--- config.mk ---
export PLATFORM = sky130hd
export DESIGN_NAME = vend_dispense_ctrl_flat
export DESIGN_NICKNAME = d
export VERILOG_FILES = /design/src/rtl/vend_pkg.sv /design/src/rtl/vend_dispense_ctrl_if.sv /design/src/rtl/vend_timeout_timer.sv /design/src/rtl/vend_dispense_ctrl.sv /design/src/flat_wrapper.sv
export SDC_FILE = /design/constraint.sdc
export NUM_CORES = 1
export LEC_CHECK = 0
export ABC_AREA = 1
export BUFFER_PORTS_ARGS = -buffer_cell sky130_fd_sc_hd__buf_2
export CAP_MARGIN = 20
export CORE_MARGIN = 8
export CORE_UTILIZATION = 35
export CTS_BUF_LIST = sky130_fd_sc_hd__clkbuf_16
export DETAILED_ROUTE_END_ITERATION = 6
export GPL_TIMING_DRIVEN = 0
export SLEW_MARGIN = 20
export SYNTH_ARGS = -nofsm -noshare
export SYNTH_HDL_FRONTEND = slang
export SYNTH_SLANG_ARGS = --single-unit
--- constraint.sdc ---
create_clock -name clk -period 4.81 [get_ports clk]
set_input_delay 0.481 -clock clk [delete_from_list [all_inputs] [get_ports clk]]
set_output_delay 0.481 -clock clk [all_outputs]
set_load 0.03 [all_outputs]
--- src/rtl/vend_pkg.sv ---
// vend_pkg: shared state encoding, coin codes and coin-value decode for the vending controller.
package vend_pkg;

    typedef enum logic [1:0] {IDLE, COLLECT, DISPENSE, CHANGE} state_t;

    localparam logic [1:0] COIN_NONE = 2'b00;
    localparam logic [1:0] COIN_INV  = 2'b01;
    localparam logic [1:0] COIN_ONE  = 2'b10;
    localparam logic [1:0] COIN_TWO  = 2'b11;

    function automatic logic [1:0] coin_val(input logic [1:0] coin);
        return (coin == COIN_NONE || coin == COIN_INV) ? 2'd0 : coin == COIN_ONE ? 2'd1 : 2'd2;
    endfunction

endpackage

--- src/rtl/vend_dispense_ctrl_if.sv ---
// vend_dispense_ctrl_if: coin acceptor, dispenser and change-hopper signals of the vending controller.
interface vend_dispense_ctrl_if #(parameter int CW = 3);

    logic [1:0]    coin;
    logic          cancel;
    logic          disp_req;
    logic          disp_ack;
    logic          chg_req;
    logic          chg_ack;
    logic          prod;
    logic          coin_reject;
    logic [CW-1:0] credit;
    logic          busy;

    modport master (
        input  coin, cancel, disp_ack, chg_ack,
        output disp_req, chg_req, prod, coin_reject, credit, busy
    );

    modport slave (
        output coin, cancel, disp_ack, chg_ack,
        input  disp_req, chg_req, prod, coin_reject, credit, busy
    );

endinterface

--- src/rtl/vend_timeout_timer.sv ---
// vend_timeout_timer: inactivity counter that pulses expire on its TIMEOUT-th enabled cycle.
module vend_timeout_timer #(
    parameter int TIMEOUT = 64,
    parameter int TW      = 7
) (
    input  logic clk,
    input  logic rst,
    input  logic clr,
    input  logic en,
    output logic expire
);

    logic [TW-1:0] cnt;

    assign expire = en && cnt == TW'(TIMEOUT - 1);

    always_ff @(posedge clk or posedge rst) begin
        if (rst)
            cnt <= '0;
        else
            cnt <= (clr || expire) ? '0 : en ? cnt + 1'b1 : cnt;
    end

endmodule

--- src/rtl/vend_dispense_ctrl.sv ---
// vend_dispense_ctrl: coin credit, product dispense handshake and one-coin-at-a-time change/refund sequencer.
module vend_dispense_ctrl
    import vend_pkg::*;
#(
    parameter int PRICE   = 3,
    parameter int CW      = 3,
    parameter int TIMEOUT = 64,
    parameter int TW      = 7
) (
    input logic                  clk,
    input logic                  rst,
    vend_dispense_ctrl_if.master bus
);

    state_t        state, state_n;
    logic [CW-1:0] credit_n;
    logic [CW-1:0] sum;
    logic [1:0]    val;
    logic          tmr_en;
    logic          expire;

    assign val    = coin_val(bus.coin);
    assign sum    = bus.credit + CW'(val);
    // Only a coinless, cancel-free COLLECT cycle counts as inactivity.
    assign tmr_en = state == COLLECT && val == 2'd0 && !bus.cancel;

    vend_timeout_timer #(.TIMEOUT(TIMEOUT), .TW(TW)) u_timer (
        .clk    (clk),
        .rst    (rst),
        .clr    (!tmr_en),
        .en     (tmr_en),
        .expire (expire)
    );

    always_comb begin
        state_n  = state;
        credit_n = bus.credit;
        case (state)
            IDLE: begin
                if (val != 2'd0) begin
                    state_n  = COLLECT;
                    credit_n = CW'(val);
                end
            end
            COLLECT: begin
                if (sum >= CW'(PRICE)) begin
                    state_n  = DISPENSE;
                    credit_n = sum - CW'(PRICE);
                end else if (bus.cancel) begin
                    state_n  = CHANGE;
                    credit_n = sum;
                end else if (val != 2'd0)
                    credit_n = sum;
                else if (expire)
                    state_n = CHANGE;
            end
            DISPENSE: begin
                if (bus.disp_ack)
                    state_n = bus.credit != '0 ? CHANGE : IDLE;
            end
            CHANGE: begin
                if (bus.chg_ack) begin
                    credit_n = bus.credit - 1'b1;
                    state_n  = bus.credit == CW'(1) ? IDLE : CHANGE;
                end
            end
            default: state_n = IDLE;
        endcase
    end

    always_ff @(posedge clk or posedge rst) begin
        if (rst) begin
            state           <= IDLE;
            bus.credit      <= '0;
            bus.disp_req    <= 1'b0;
            bus.chg_req     <= 1'b0;
            bus.prod        <= 1'b0;
            bus.coin_reject <= 1'b0;
            bus.busy        <= 1'b0;
        end else begin
            state           <= state_n;
            bus.credit      <= credit_n;
            bus.disp_req    <= state_n == DISPENSE;
            bus.chg_req     <= state_n == CHANGE && credit_n != '0;
            bus.prod        <= state == DISPENSE && bus.disp_ack;
            bus.coin_reject <= (state == DISPENSE || state == CHANGE) && val != 2'd0;
            bus.busy        <= state_n == DISPENSE || state_n == CHANGE;
        end
    end

endmodule
--- src/flat_wrapper.sv ---
// flat-port wrapper written by rule: the top's interface ports become plain ports
module vend_dispense_ctrl_flat import vend_pkg::*;
#(
    parameter int PRICE   = 3,
    parameter int CW      = 3,
    parameter int TIMEOUT = 64,
    parameter int TW      = 7
)
  (clk, rst, bus_coin, bus_cancel, bus_disp_ack, bus_chg_ack, bus_disp_req, bus_chg_req, bus_prod, bus_coin_reject, bus_credit, bus_busy);
  vend_dispense_ctrl_if #(.CW(CW)) bus_i ();
  input logic clk;
  input logic rst;
  input wire logic [$bits(bus_i.coin)-1:0] bus_coin;
  input wire logic [$bits(bus_i.cancel)-1:0] bus_cancel;
  input wire logic [$bits(bus_i.disp_ack)-1:0] bus_disp_ack;
  input wire logic [$bits(bus_i.chg_ack)-1:0] bus_chg_ack;
  output wire logic [$bits(bus_i.disp_req)-1:0] bus_disp_req;
  output wire logic [$bits(bus_i.chg_req)-1:0] bus_chg_req;
  output wire logic [$bits(bus_i.prod)-1:0] bus_prod;
  output wire logic [$bits(bus_i.coin_reject)-1:0] bus_coin_reject;
  output wire logic [$bits(bus_i.credit)-1:0] bus_credit;
  output wire logic [$bits(bus_i.busy)-1:0] bus_busy;
  assign bus_i.coin = bus_coin;
  assign bus_i.cancel = bus_cancel;
  assign bus_i.disp_ack = bus_disp_ack;
  assign bus_i.chg_ack = bus_chg_ack;
  assign bus_disp_req = bus_i.disp_req;
  assign bus_chg_req = bus_i.chg_req;
  assign bus_prod = bus_i.prod;
  assign bus_coin_reject = bus_i.coin_reject;
  assign bus_credit = bus_i.credit;
  assign bus_busy = bus_i.busy;
  vend_dispense_ctrl #(.PRICE(PRICE), .CW(CW), .TIMEOUT(TIMEOUT), .TW(TW)) u_core (.clk(clk), .rst(rst), .bus(bus_i));
endmodule
==> summary.md <==
| Metric | Value |
|---|---|
| Outcome | `complete, no violations` |
| H-tree depth | `1` |
| Setup Buffers After CTS | `0` |
| Routed WL | `2400 µm` |
| CP endpoint kind | `register` |
| Worst-skew pair later-pin latency | `250 ps` |
| CP max FO | `7` |
| Fmax | `0.406 GHz` |
| Setup_tns | `0 ps` |
| Worst Path Required | `4960 ps` |
| Leak | `0.760 nW` |
| FFs w/ async S/R, synth | `1.00` |
| Pre-Repair DR Iteration Count | `4` |
| Nets | `191` |
| Worst-path clk slew | `50 ps` |
| Ant. Diodes | `0` |
| First-pass GRT wire length | `4410 µm` |
| Largest net degree at the start of global routing | `18` |
| Placement Rows | `20` |
| Synthesized area per cell | `7.18 µm²` |
| Placer Congestion | `0.833` |
| Part of the cycle the worst path needs | `0.512` |
| Max-slew violation count | `0` |
| Antenna violations before repair | `0` |
| Crit-path cells | `buf_2 -> nand2_1 -> inv_1 -> ha_1 -> inv_1 -> fa_1 -> inv_1 -> ha_1 -> ha_1 -> inv_1 -> nand3_4 -> nand2_1 -> o21ai_0 -> o21ai_1 -> nand3_1 -> nand2_1 -> inv_1` |
| Wire length per cell | `10.9 µm` |
| ANT nets after route | `0` |
| Finished Layout Cells | `219` |
| Post-DP HPWL | `1940 µm` |
| Final setup viols | `0` |
| Ratio of cells with drive above 1 in the final layout | `0.171` |
| CP bufs+invs | `6` |
| Synth-to-Final Area Change | `18.2%` |
| Synth unique cells | `21` |
| Cells after DPL | `215` |
| Crit path DAT | `2610 ps` |
| CP max stage cell | `fa_1` |
| Flop pwr share | `0.258` |
| Mapped Area | `0.00113 mm²` |
| Clock share of power | `0.192` |
| Worst slew margin | `0.575` |
| Post-Syn Instances | `157` |
| Core Region | `0.00305 mm²` |
| Die W | `72.8 µm` |
| Final Total Pwr | `0.873 mW` |
| Final hold vios | `0` |
| Max incr delay on CP | `490 ps` |
| Clock tree from TritonCTS | `built` |
| Syn_nets | `172` |
| Most used cell, CP | `inv_1` |
| Pwr dens | `655 mW/mm²` |
| Part of the power in combinational logic | `0.551` |
| GR Overflow Total | `0` |
| Layout Skew | `2.21 ps` |
| I/O pin cnt | `15` |
| Worst Max-Slew Pin Slew | `637 ps` |
| NetSw | `0.419 mW` |
| Total CTS buffers | `3` |
| Clock Tree Buf Depth | `2` |
| Kind of start point of the critical path | `primary input` |
| Vias | `991` |
| FF+latch count, synth | `17` |
| Drt drc | `0` |
| Die H | `72.8 µm` |
| # port buffers | `14` |
| Sw Share | `0.480` |
| Via/cell ratio | `4.53` |
| Root Driver | `clkbuf_16` |
| Vias in the first global route | `974` |
| Sequential area share after synthesis | `0.377` |
| Post-cts repair resize count | `0` |
| Reg2reg setup slack | `2380 ps` |
| Final worst path period need | `2460 ps` |
| Class of the worst hold path | `primary input to asynchronous set/reset pin` |
| Synth warn | `0` |
| Max-cap violations | `0` |
| Die area | `0.00529 mm²` |
| Top delay family on crit path | `adder cells` |
| Top FF cell, synth | `dfrtp_1` |
| Internal | `0.454 mW` |
| Initial DRC Count | `58` |
| Crit Path Class | `primary input to register` |
| Effective utilization at floorplan | `0.369` |
| Unrepaired setup endpoints after global routing | `no` |
| # hold bufs at CTS | `0` |
| GRT Overall Usage | `0.104` |
| Maximum VDD drop | `0.348 mV` |
| CTS Sinks | `17` |
| Number of synthesized flops with an enable pin | `0` |
## final timing paths
path,startpoint,to,cells after the start
min,rst,u_core.u_timer.cnt[3],2
min reg2reg,u_core.u_timer.cnt[0],u_core.u_timer.cnt[0],1
max in group asynchronous,rst,u_core.bus.credit[1],2
max,bus_coin[1],u_core.bus.chg_req,17
min in group clk,bus_disp_ack,u_core.bus.prod,3
max reg2reg,u_core.bus.credit[0],u_core.bus.chg_req,14
## kinds of logic (layout without fill, tap and decap cells)
logic type / count (synthesis) / count (layout) / synth area share
AO/OA/AOI/OAI: 14 / 14 / 0.0688
XOR/XNOR: 1 / 1 / 0.00777
adder cells (fa/ha/maj): 8 / 8 / 0.0954
buffers and inverters: 36 / 54 / 0.120
flip-flops: 17 / 17 / 0.377
AND/OR/NAND/NOR: 81 / 81 / 0.331
## worst register-to-register path: stages (launching register included)
cell	delay, ps
dfrtp_1	430
ha_1	170
inv_1	40
fa_1	490
inv_1	50
ha_1	190
ha_1	190
inv_1	90
nand3_4	110
nand2_1	80
o21ai_0	70
o21ai_1	190
nand3_1	120
nand2_1	70
inv_1	30
## routing by layer
metal,wire length [µm],part of all wire,GRT usage,vias up
met5,0,0,0,-
met4,38,0.016,0.0400,0
met3,104,0.043,0.0179,5
met2,1180,0.49,0.173,26
met1,1080,0.45,0.130,447
li1,-,-,-,513
## power by group through the flow
stage | Combinational (mW) | Clock (mW) | Sequential, mW
finish | 0.481 | 0.167 | 0.225
global route | 0.568 | 0.176 | 0.233
CTS | 0.488 | 0.172 | 0.225
detailed placement | 0.484 | 0 | 0.226
global placement | 0.474 | 0 | 0.225
floorplan | 0.314 | 0 | 0.278
## sequential cells by signal, summed over array words and instances (netlist names)
signal	flops
u_core.u_timer.cnt	7
u_core.bus.credit	3
u_core.state	2
u_core.bus.busy	1
u_core.bus.chg_req	1
u_core.bus.coin_reject	1
u_core.bus.disp_req	1
u_core.bus.prod	1
## cell type report
class / count / area, µm²
clock buffer: 3 / 75.1
timing repair buffer: 14 / 70.1
multi-input combinational: 104 / 567
fill: 327 / 1720
clock inverter: 1 / 5.00
inverter: 36 / 135
tap: 44 / 55.1
sequential: 17 / 425
## cell usage in the layout, fill, tap and decap left out
cell	instances
fa_1	1
nand2_4	1
o21ai_0	6
nand2_1	41
nand2_2	2
clkinv_2	1
nor4_1	1
clkbuf_16	3
nor3_1	1
inv_1	34
nand3_2	1
xnor2_1	1
inv_2	2
buf_2	14
dfrtp_1	17
o21ai_1	3
nand3_1	12
nor2_2	4
nor3b_1	2
nor2_1	15
a21oi_1	4
o211ai_2	1
ha_1	7
nand3_4	1
## synth_stat cells (2+ instances only)
| library cell | count | area (µm²) |
|---|---|---|
| nor2_1 | 15 | 56.3 |
| o21ai_1 | 3 | 15.0 |
| nand2_1 | 41 | 154 |
| nand3_1 | 12 | 60.1 |
| dfrtp_1 | 17 | 425 |
| ha_1 | 7 | 87.6 |
| o21ai_0 | 6 | 30.0 |
| inv_2 | 2 | 7.51 |
| a21oi_1 | 4 | 20.0 |
| nand2_2 | 2 | 12.5 |
| nor3b_1 | 2 | 15.0 |
| inv_1 | 34 | 128 |
| nor2_2 | 4 | 25.0 |
## stage by stage
| step | hold WS (ps) | area (µm²) | utilization | setup WS, ps |
|---|---|---|---|---|
| CTS | 349 | 1330 | 0.436 | 2310 |
| finish | 310 | 1330 | 0.436 | 2350 |
| global placement | 450 | 1250 | 0.410 | 2100 |
| detailed placement | 470 | 1250 | 0.410 | 2050 |
| floorplan | 407 | 1130 | - | 2390 |
| global route | 382 | 1330 | 0.436 | 2030 |
No activity file was read; power rests on OpenSTA's default activity.
